$ cat src/rtl/alu_pkg.sv
// Shared types and opcode constants for the front-panel ALU sequencer and the ALU datapath.
package alu_pkg;

  typedef enum logic [2:0] {
    S_A    = 3'd0,
    S_B    = 3'd1,
    S_OP   = 3'd2,
    S_RUN  = 3'd3,
    S_SHOW = 3'd4,
    S_ERR  = 3'd5
  } seq_state_t;

  // {C,Z,N,V}
  typedef logic [3:0] alu_flags_t;

  localparam logic [2:0] OP_ADD = 3'd0;
  localparam logic [2:0] OP_SUB = 3'd1;
  localparam logic [2:0] OP_AND = 3'd2;
  localparam logic [2:0] OP_OR  = 3'd3;
  localparam logic [2:0] OP_XOR = 3'd4;
  localparam logic [2:0] OP_SHL = 3'd5;
  localparam logic [2:0] OP_SHR = 3'd6;
  localparam logic [2:0] OP_PASS = 3'd7;

endpackage

$ cat src/rtl/btn_pulse.sv
// Raw button level -> 2-FF synchronizer -> single-cycle pulse on each rising edge.
module btn_pulse (
  input  logic hz100,
  input  logic reset,
  input  logic btn,
  output logic pulse
);

  logic sync1, sync2, prev;

  always_ff @(posedge hz100 or posedge reset) begin
    if (reset) begin
      sync1 <= 1'b0;
      sync2 <= 1'b0;
      prev  <= 1'b0;
    end else begin
      sync1 <= btn;
      sync2 <= sync1;
      prev  <= sync2;
    end
  end

  assign pulse = sync2 & ~prev;

endmodule

$ cat src/rtl/alu_op_sequencer.sv
// Front-panel ALU sequencer: operand/opcode entry, start/done handshake, held result.
// Optional RUN timeout enabled by defining ALU_OP_SEQUENCER_TIMEOUT_EN.
module alu_op_sequencer
  import alu_pkg::*;
#(
  parameter int WIDTH      = 8,
  parameter int OPW        = 3,
  parameter int TMO_CYCLES = 200
) (
  input  logic             hz100,
  input  logic             reset,
  input  logic [WIDTH-1:0] entry,
  input  logic [OPW-1:0]   op_sel,
  input  logic             btn_next,
  input  logic             btn_back,
  output logic [WIDTH-1:0] alu_a,
  output logic [WIDTH-1:0] alu_b,
  output logic [OPW-1:0]   alu_op,
  output logic             alu_start,
  input  logic             alu_done,
  input  logic [WIDTH-1:0] alu_result,
  input  alu_flags_t       alu_flags,
  output logic [WIDTH-1:0] result,
  output alu_flags_t       flags,
  output logic             result_valid,
  output logic [2:0]       state,
  output logic             timeout_err
);

  seq_state_t state_q, state_d;
  logic next_p, back_p;
  logic ld_a, ld_b, ld_op, ld_res;
  logic done_ok, tmo_exp;

  btn_pulse u_next (.hz100(hz100), .reset(reset), .btn(btn_next), .pulse(next_p));
  btn_pulse u_back (.hz100(hz100), .reset(reset), .btn(btn_back), .pulse(back_p));

  // The launch cycle itself never accepts done, so the ALU gets at least one cycle.
  assign done_ok = (state_q == S_RUN) && !alu_start && alu_done;

`ifdef ALU_OP_SEQUENCER_TIMEOUT_EN
  localparam int TW = $clog2(TMO_CYCLES + 1);
  logic [TW-1:0] tmo_cnt;

  always_ff @(posedge hz100 or posedge reset) begin
    if (reset)                 tmo_cnt <= '0;
    else if (state_q != S_RUN) tmo_cnt <= '0;
    else                       tmo_cnt <= tmo_cnt + 1'b1;
  end

  assign tmo_exp = (state_q == S_RUN) && (tmo_cnt == TW'(TMO_CYCLES - 1));

  always_ff @(posedge hz100 or posedge reset) begin
    if (reset) timeout_err <= 1'b0;
    else       timeout_err <= (state_d == S_ERR);
  end
`else
  assign tmo_exp     = 1'b0;
  assign timeout_err = 1'b0;
  if (TMO_CYCLES < 1) begin : g_tmo_unused
  end
`endif

  always_ff @(posedge hz100 or posedge reset) begin
    if (reset) state_q <= S_A;
    else       state_q <= state_d;
  end

  always_comb begin
    state_d = state_q;
    ld_a    = 1'b0;
    ld_b    = 1'b0;
    ld_op   = 1'b0;
    ld_res  = 1'b0;
    unique case (state_q)
      S_A:    if (next_p && !back_p) begin ld_a = 1'b1; state_d = S_B; end
      S_B:    if (back_p) state_d = S_A;
              else if (next_p) begin ld_b = 1'b1; state_d = S_OP; end
      S_OP:   if (back_p) state_d = S_B;
              else if (next_p) begin ld_op = 1'b1; state_d = S_RUN; end
      S_RUN:  if (done_ok) begin ld_res = 1'b1; state_d = S_SHOW; end
              else if (tmo_exp) state_d = S_ERR;
      S_SHOW: if (back_p) state_d = S_OP;
              else if (next_p) state_d = S_A;
      S_ERR:  if (next_p || back_p) state_d = S_A;
      default: state_d = S_A;
    endcase
  end

  // Operand, opcode and result holding registers
  always_ff @(posedge hz100 or posedge reset) begin
    if (reset) begin
      alu_a        <= '0;
      alu_b        <= '0;
      alu_op       <= '0;
      alu_start    <= 1'b0;
      result       <= '0;
      flags        <= '0;
      result_valid <= 1'b0;
    end else begin
      alu_start <= ld_op;
      if (ld_a) alu_a <= entry;
      if (ld_b) alu_b <= entry;
      if (ld_op) begin
        alu_op       <= op_sel;
        result_valid <= 1'b0;
      end
      if (ld_res) begin
        result       <= alu_result;
        flags        <= alu_flags;
        result_valid <= 1'b1;
      end
    end
  end

  assign state = state_q;

endmodule

$ cat config.mk
export PLATFORM = sky130hd
export DESIGN_NAME = alu_op_sequencer
export DESIGN_NICKNAME = d
export VERILOG_FILES = /design/src/rtl/alu_pkg.sv /design/src/rtl/btn_pulse.sv /design/src/rtl/alu_op_sequencer.sv
export SDC_FILE = /design/constraint.sdc
export NUM_CORES = 1
export LEC_CHECK = 0
export CAP_MARGIN = 5
export CORE_UTILIZATION = 42
export DETAILED_ROUTE_END_ITERATION = 16
export GPL_TIMING_DRIVEN = 0
export PLACE_DENSITY = 0.78
export SETUP_SLACK_MARGIN = 0.5
export SLEW_MARGIN = 20
export SYNTH_ARGS = -nofsm -noshare
export SYNTH_HDL_FRONTEND = slang
export SYNTH_SLANG_ARGS = --single-unit
$ cat constraint.sdc
create_clock -name hz100 -period 2.1 [get_ports hz100]
set_clock_uncertainty 0.2 [all_clocks]
set_input_delay 0.21 -clock hz100 [delete_from_list [all_inputs] [get_ports hz100]]
set_output_delay 0.21 -clock hz100 [all_outputs]
set_load 0.01 [all_outputs]
==> results.txt, run 1 <==
status = finished clean
Synth cell types = 24
Setup crit start kind = flip-flop
grt total ovfl = 0
Setup WS pre-CTS = 0.2409 ns
Compound-Gate Fraction of Synth Area = 0.01160
clock share of power = 0.163
vias post-DR = 1131
worst-case vdd ir drop = 0.7222 mV
hold path depth = 0
Post-synth EDFFs = 0
sw power = 933.5 uW
Reg-to-Reg End = alu_op[2]
synthesized cell area = 1618 um^2
htree depth = 2
adder-cell share of the synthesized area = 0
Seq pwr share = 0.418
setup_tns = 0 ns
final setup margin = 0.4882 ns
tightest hold margin = 0.1511 ns
Util after Layout = 0.6889
YS warnings = 0
CP endpoint kind = flip-flop
total power = 3.084 mW
pwr dens = 1213 nW/um^2
WL final = 3598 um
Avg Vias per Cell = 4.961
simple-gate share of the synthesized area = 0.09203
die width = 64.07 um
Worst R2R Setup Slack = 0.49 ns
worst setup path class = reg2reg
hold path endpoint = u_back.sync2
Num CTS Buffers = 5
CTS tree = done
ys async rst share = 1.000
Post-Syn Area per Cell = 15.86 um^2
number of global-route vias before repair = 1189
clock-pin slew on the worst setup and hold paths = 0.07 ns
drt first-iter violations = 41
multi-input logic area = 555.5 um^2
# rows = 22
core area = 3689 um^2
FMAX = 0.6204 GHz
CTS root buf = clkbuf_8
xor/xnor share of the synthesized area = 0
Die ar. = 4104 um^2
RSZ-0062 raised after global routing = true
Syn Nets = 130
worst endpoint required time = 2.08 ns
Leakage = 1.319 nW
sequential fraction of the synthesis area = 0.6497
largest net degree at the start of global routing = 33
GRT Util Overall = 0.1930
Routability Congestion = 0.7295
Buffers on Ports = 63
Die H = 64.07 um
Longest Clk Path Bufs = 2
Sw Ratio = 0.3027
Design Area, Final = 2541 um^2
Area after DPL = 2328 um^2
DRC = 0
share of cells above drive strength 1 = 0.3278
largest family of logic cells by synthesized area = multiplexers
routed len/inst = 15.78 um
Hold Crit Class = reg2reg
Synth Flop Type = dfrtp_1
#FFs+latches synth = 42
initial antenna violation count = 0
Clock Latency Late Sink = 0.29 ns
multiplexer share of the synthesized area = 0.2220
crit share post-route = 0.7675
Final Max Slew Viols = 0
Hold Path Origin = u_back.sync1
final worst path period need = 1.612 ns
FILL cells = 262
R2R depth = 4
Arrival @ worst endpoint = 1.59 ns
Initial Util = 0.4386
ANT nets after route = 0
Syn-to-layout area delta = 57.08%
# placed instances = 214
# diodes = 0
RR Startpoint = state[2]
Layout Cells excl Fill = 228
Final Hold Fails = 0
I/O pins = 65
critical path fanouts, max = 6
Max-cap violations = 0
Initial DRT Pass Iterations = 5
dpl hpwl = 2465 um
Mapped Cells = 102
Comb pwr share = 0.419
clk sink count = 42
first-pass GRT wire length = 5727 um
final net count = 209
final count of negative-setup-slack endpoints = 0
Internal = 2.150 mW
register area = 1054 um^2
[how the worst max path moves through the flow]
stage              from        end  slack (ns)  cells past startpoint
6_report       state[2]  alu_op[2]        0.49                      4
2_1_floorplan  state[2]   flags[0]        0.51                      4
3_5_place_dp   alu_done  result[7]        0.24                      5
5_1_grt        state[2]  alu_op[2]        0.42                      4
3_3_place_gp      reset  result[5]       -0.04                      2
4_1_cts        state[1]   alu_b[2]        0.44                      3
[layer usage]
metal  vias to the layer above  routed length [um]  track usage
met5                         -                   0            0
met3                         5                 115      0.04286
met4                         0                  68      0.09375
met2                        32                1952       0.3431
met1                       577                1461       0.2165
li1                        517                   -            -
[synth_stat cells (all sizes together) (2+ instances only)]
master	count	area, um^2
dfrtp	42	1051
mux2	31	349.1
buf	4	28.78
nand4b	4	41.29
and2b	2	16.27
inv	2	7.510
nand2	2	7.510
nand2b	2	12.51
nand3	2	22.52
nand4	2	18.77
nor2	2	7.510
[area by class of cell]
cell class,count,share of cell area
Timing Repair Buffer,72,0.2939
Multi-Input combinational cell,54,0.2186
Clock buffer,6,0.03250
Sequential cell,42,0.4146
Buffer,4,0.01379
Inverter,2,0.002954
Tap cell,48,0.02363
[cells by family (layout without fill, tap and decap cells)]
logic type | count (synthesis) | count (layout)
and+or+nand+nor | 19 | 19
AOI/OAI and AO/OA | 2 | 2
DFF | 42 | 42
other | 1 | 1
muxes | 32 | 32
buffers and inverters | 6 | 84
[critical path, stage by stage, from the launching register on]
cell and delay, ns:
dfrtp_2 0.45, and2b_2 0.27, nand4b_1 0.13, buf_6 0.16, mux2_4 0.29
[power by group through the flow]
| stage | registers (mW) | logic, mW | clock network [mW] |
|---|---|---|---|
| floorplan | 1.45 | 0.430 | 0 |
| CTS | 1.30 | 1.31 | 0.518 |
| finish | 1.29 | 1.29 | 0.502 |
| detailed placement | 1.32 | 1.35 | 0 |
| global placement | 1.30 | 1.32 | 0 |
| global route | 1.33 | 1.38 | 0.547 |
[placed cells by master, fill, tap and decap left out]
| master | n |
|---|---|
| dfrtp_1 | 40 |
| mux2_2 | 30 |
| clkdlybuf4s50_1 | 28 |
| dlygate4sd2_1 | 20 |
| dlymetal6s2s_1 | 15 |
| buf_4 | 7 |
| clkbuf_8 | 6 |
| nand4b_1 | 3 |
| nand2b_1 | 2 |
| and2b_2 | 2 |
| nand2_1 | 2 |
| dfrtp_2 | 2 |
| buf_2 | 1 |
| inv_1 | 1 |
| nor2_2 | 1 |
| nand4_4 | 1 |
| nor2b_1 | 1 |
| nand3_4 | 1 |
| buf_8 | 1 |
| a21bo_2 | 1 |
| nand4b_4 | 1 |
| inv_2 | 1 |
| mux2_4 | 1 |
| mux2i_1 | 1 |
| or3_1 | 1 |
| o311ai_0 | 1 |
| or4b_1 | 1 |
| nor2_1 | 1 |
| nand3_1 | 1 |
| nand4_1 | 1 |
| conb_1 | 1 |
| clkbuf_16 | 1 |
| dlygate4sd3_1 | 1 |
| buf_12 | 1 |
| buf_6 | 1 |
[registers in the layout, indices dropped and copies added, names as in the netlist]
name          cells
u_next.prev       1
flags             4
alu_b             8
result_valid      1
state             3
u_back.sync1      1
u_next.sync1      1
alu_op            3
alu_a             8
result            8
u_back.sync2      1
alu_start         1
u_back.prev       1
u_next.sync2      1
[repair_timing]
item	in CTS	in global routing
resized for setup	27	19
buffers inserted	5	1
endpoints found under the hold margin	10	0
hold buffers	1	0
pin swaps	1	1
cloned	0	1
setup endpoints to repair	50	43
No activity file was read; power rests on OpenSTA's default activity.
==> run 2: changes to the inputs <==
- clock period: 2.1 -> 1.54 ns (I/O delays scaled with it)
==> run 2 against run 1 <==
Net effect:
- the flow now finishes with violations (setup timing)
- non-clock buffer count rose by 7
- clock power rose by 30%
- largest power group is now combinational logic
- utilization down 1.2 points
==> results.txt, run 2 (synthesis gave the netlist of run 1 again) <==
routed len/inst = 15.65 um
Seq pwr share = 0.419
Design Area, Final = 2497 um^2
Internal = 2.876 mW
Max-cap violations = 0
multi-input logic area = 591.8 um^2
# diodes = 0
CTS tree = done
die width = 64.07 um
clock-pin slew on the worst setup and hold paths = 0.07 ns
hold path endpoint = u_back.sync1
clk sink count = 42
Die H = 64.07 um
Num CTS Buffers = 5
Setup crit start kind = flip-flop
hold path depth = 1
GR Layer Usage met3 = 0.05357
Setup WS pre-CTS = -0.2111 ns
final worst path period need = 1.590 ns
worst setup path class = reg2reg
RSZ-0062 raised after global routing = true
number of global-route vias before repair = 1260
R2R depth = 4
Layout Cells excl Fill = 237
dpl hpwl = 2319 um
Clock Latency Late Sink = 0.29 ns
Buffers on Ports = 63
status = finished, violations left
grt total ovfl = 0
WL final = 3709 um
Routability Congestion = 0.6804
first-pass GRT wire length = 5940 um
Avg Vias per Cell = 4.949
# placed instances = 213
Leakage = 1.169 nW
FMAX = 0.6289 GHz
Worst R2R Setup Slack = -0.05 ns
Initial DRT Pass Iterations = 3
Reg-to-Reg End = alu_op[1]
DRC = 0
global routing met2 resource utilization = 0.3391
largest net degree at the start of global routing = 22
crit share post-route = 1.032
most frequent cells in the layout = dfrtp_1 (40), mux2_2 (31), buf_2 (30)
GRT Util Overall = 0.2012
final setup margin = -0.05005 ns
CP endpoint kind = flip-flop
Comb pwr share = 0.427
worst endpoint required time = 1.52 ns
failing checks = setup timing
Die ar. = 4104 um^2
Final Hold Fails = 0
Syn-to-layout area delta = 54.37%
CTS root buf = clkbuf_8
worst-case vdd ir drop = 0.9285 mV
ANT nets after route = 0
I/O pins = 65
Initial Util = 0.4386
largest registers = alu_a: 8 flops, alu_b: 8 flops, result: 8 flops
total power = 4.223 mW
vias post-DR = 1173
most common cell after layout, fill and taps aside = dfrtp_1
share of cells above drive strength 1 = 0.5820
final count of negative-setup-slack endpoints = 24
pwr dens = 1691 nW/um^2
initial antenna violation count = 0
drt first-iter violations = 27
met1 GRT Util = 0.2266
Arrival @ worst endpoint = 1.57 ns
RR Startpoint = state[1]
Area after DPL = 2335 um^2
sw power = 1.347 mW
Longest Clk Path Bufs = 2
gr busiest metal = met2
clock share of power = 0.154
Hold Crit Class = in2reg
# rows = 22
register area = 1054 um^2
CTS Hold Bufs = 0
final net count = 217
Final Max Slew Viols = 0
FILL cells = 274
Hold Path Origin = btn_back
Sw Ratio = 0.3190
Util after Layout = 0.6771
core area = 3689 um^2
htree depth = 2
critical path fanouts, max = 5
## run 2: final cells by class
class                   count  area share
plain buffers               4     0.01804
clock buffers               7     0.03056
inverters                   2    0.004509
multi-input cells          54      0.2370
flip-flops and latches     42      0.4218
well taps                  48     0.02405
repair buffers             79      0.2610
repair inverters            1    0.003006
## run 2: critical path, cell delays in order (launching register included)
cell and delay, ns:
dfrtp_2 0.43, and2b_2 0.24, nand4b_1 0.13, buf_6 0.14
mux2_2 0.33
## run 2: layer usage
metal	routed length [um]	share of wire	vias up
li1	-	-	532
met1	1413	0.38	597
met2	2063	0.56	35
met3	123	0.033	9
met4	108	0.029	0
met5	0	0	-
## run 2: timing repair
| item | in CTS | in global routing |
|---|---|---|
| gates cloned | 2 | 0 |
| pin swaps | 2 | 3 |
| buffers inserted | 12 | 3 |
| resized for setup | 156 | 15 |
| endpoints found under the setup margin | 114 | 72 |
## run 2: how the worst max path moves through the flow
stage              from        end  slack [ns]
3_5_place_dp   alu_done   flags[0]       -0.21
2_1_floorplan  state[1]   flags[0]        0.01
4_1_cts        state[1]  result[6]      -0.008
6_report       state[1]  alu_op[1]       -0.05
5_1_grt        state[1]  alu_op[2]       -0.08
3_3_place_gp   alu_done  result[0]       -0.20
## run 2: through the flow
step                hold slack, ns   TNS, ns
global placement            0.1331    -3.333
detailed placement          0.1347    -4.479
global route               0.09681    -1.509
finish                     0.09861   -0.4502
floorplan                 -0.05454         0
CTS                        0.09713  -0.06136
## run 2: power by group through the flow
stage	clock, mW	sequential (mW)	combinational, mW
final	0.651	1.77	1.80
after floorplan	0	1.99	0.607
after global placement	0	1.77	1.82
after global routing	0.711	1.83	1.92
after CTS	0.671	1.76	1.72
after detailed placement	0	1.81	1.86
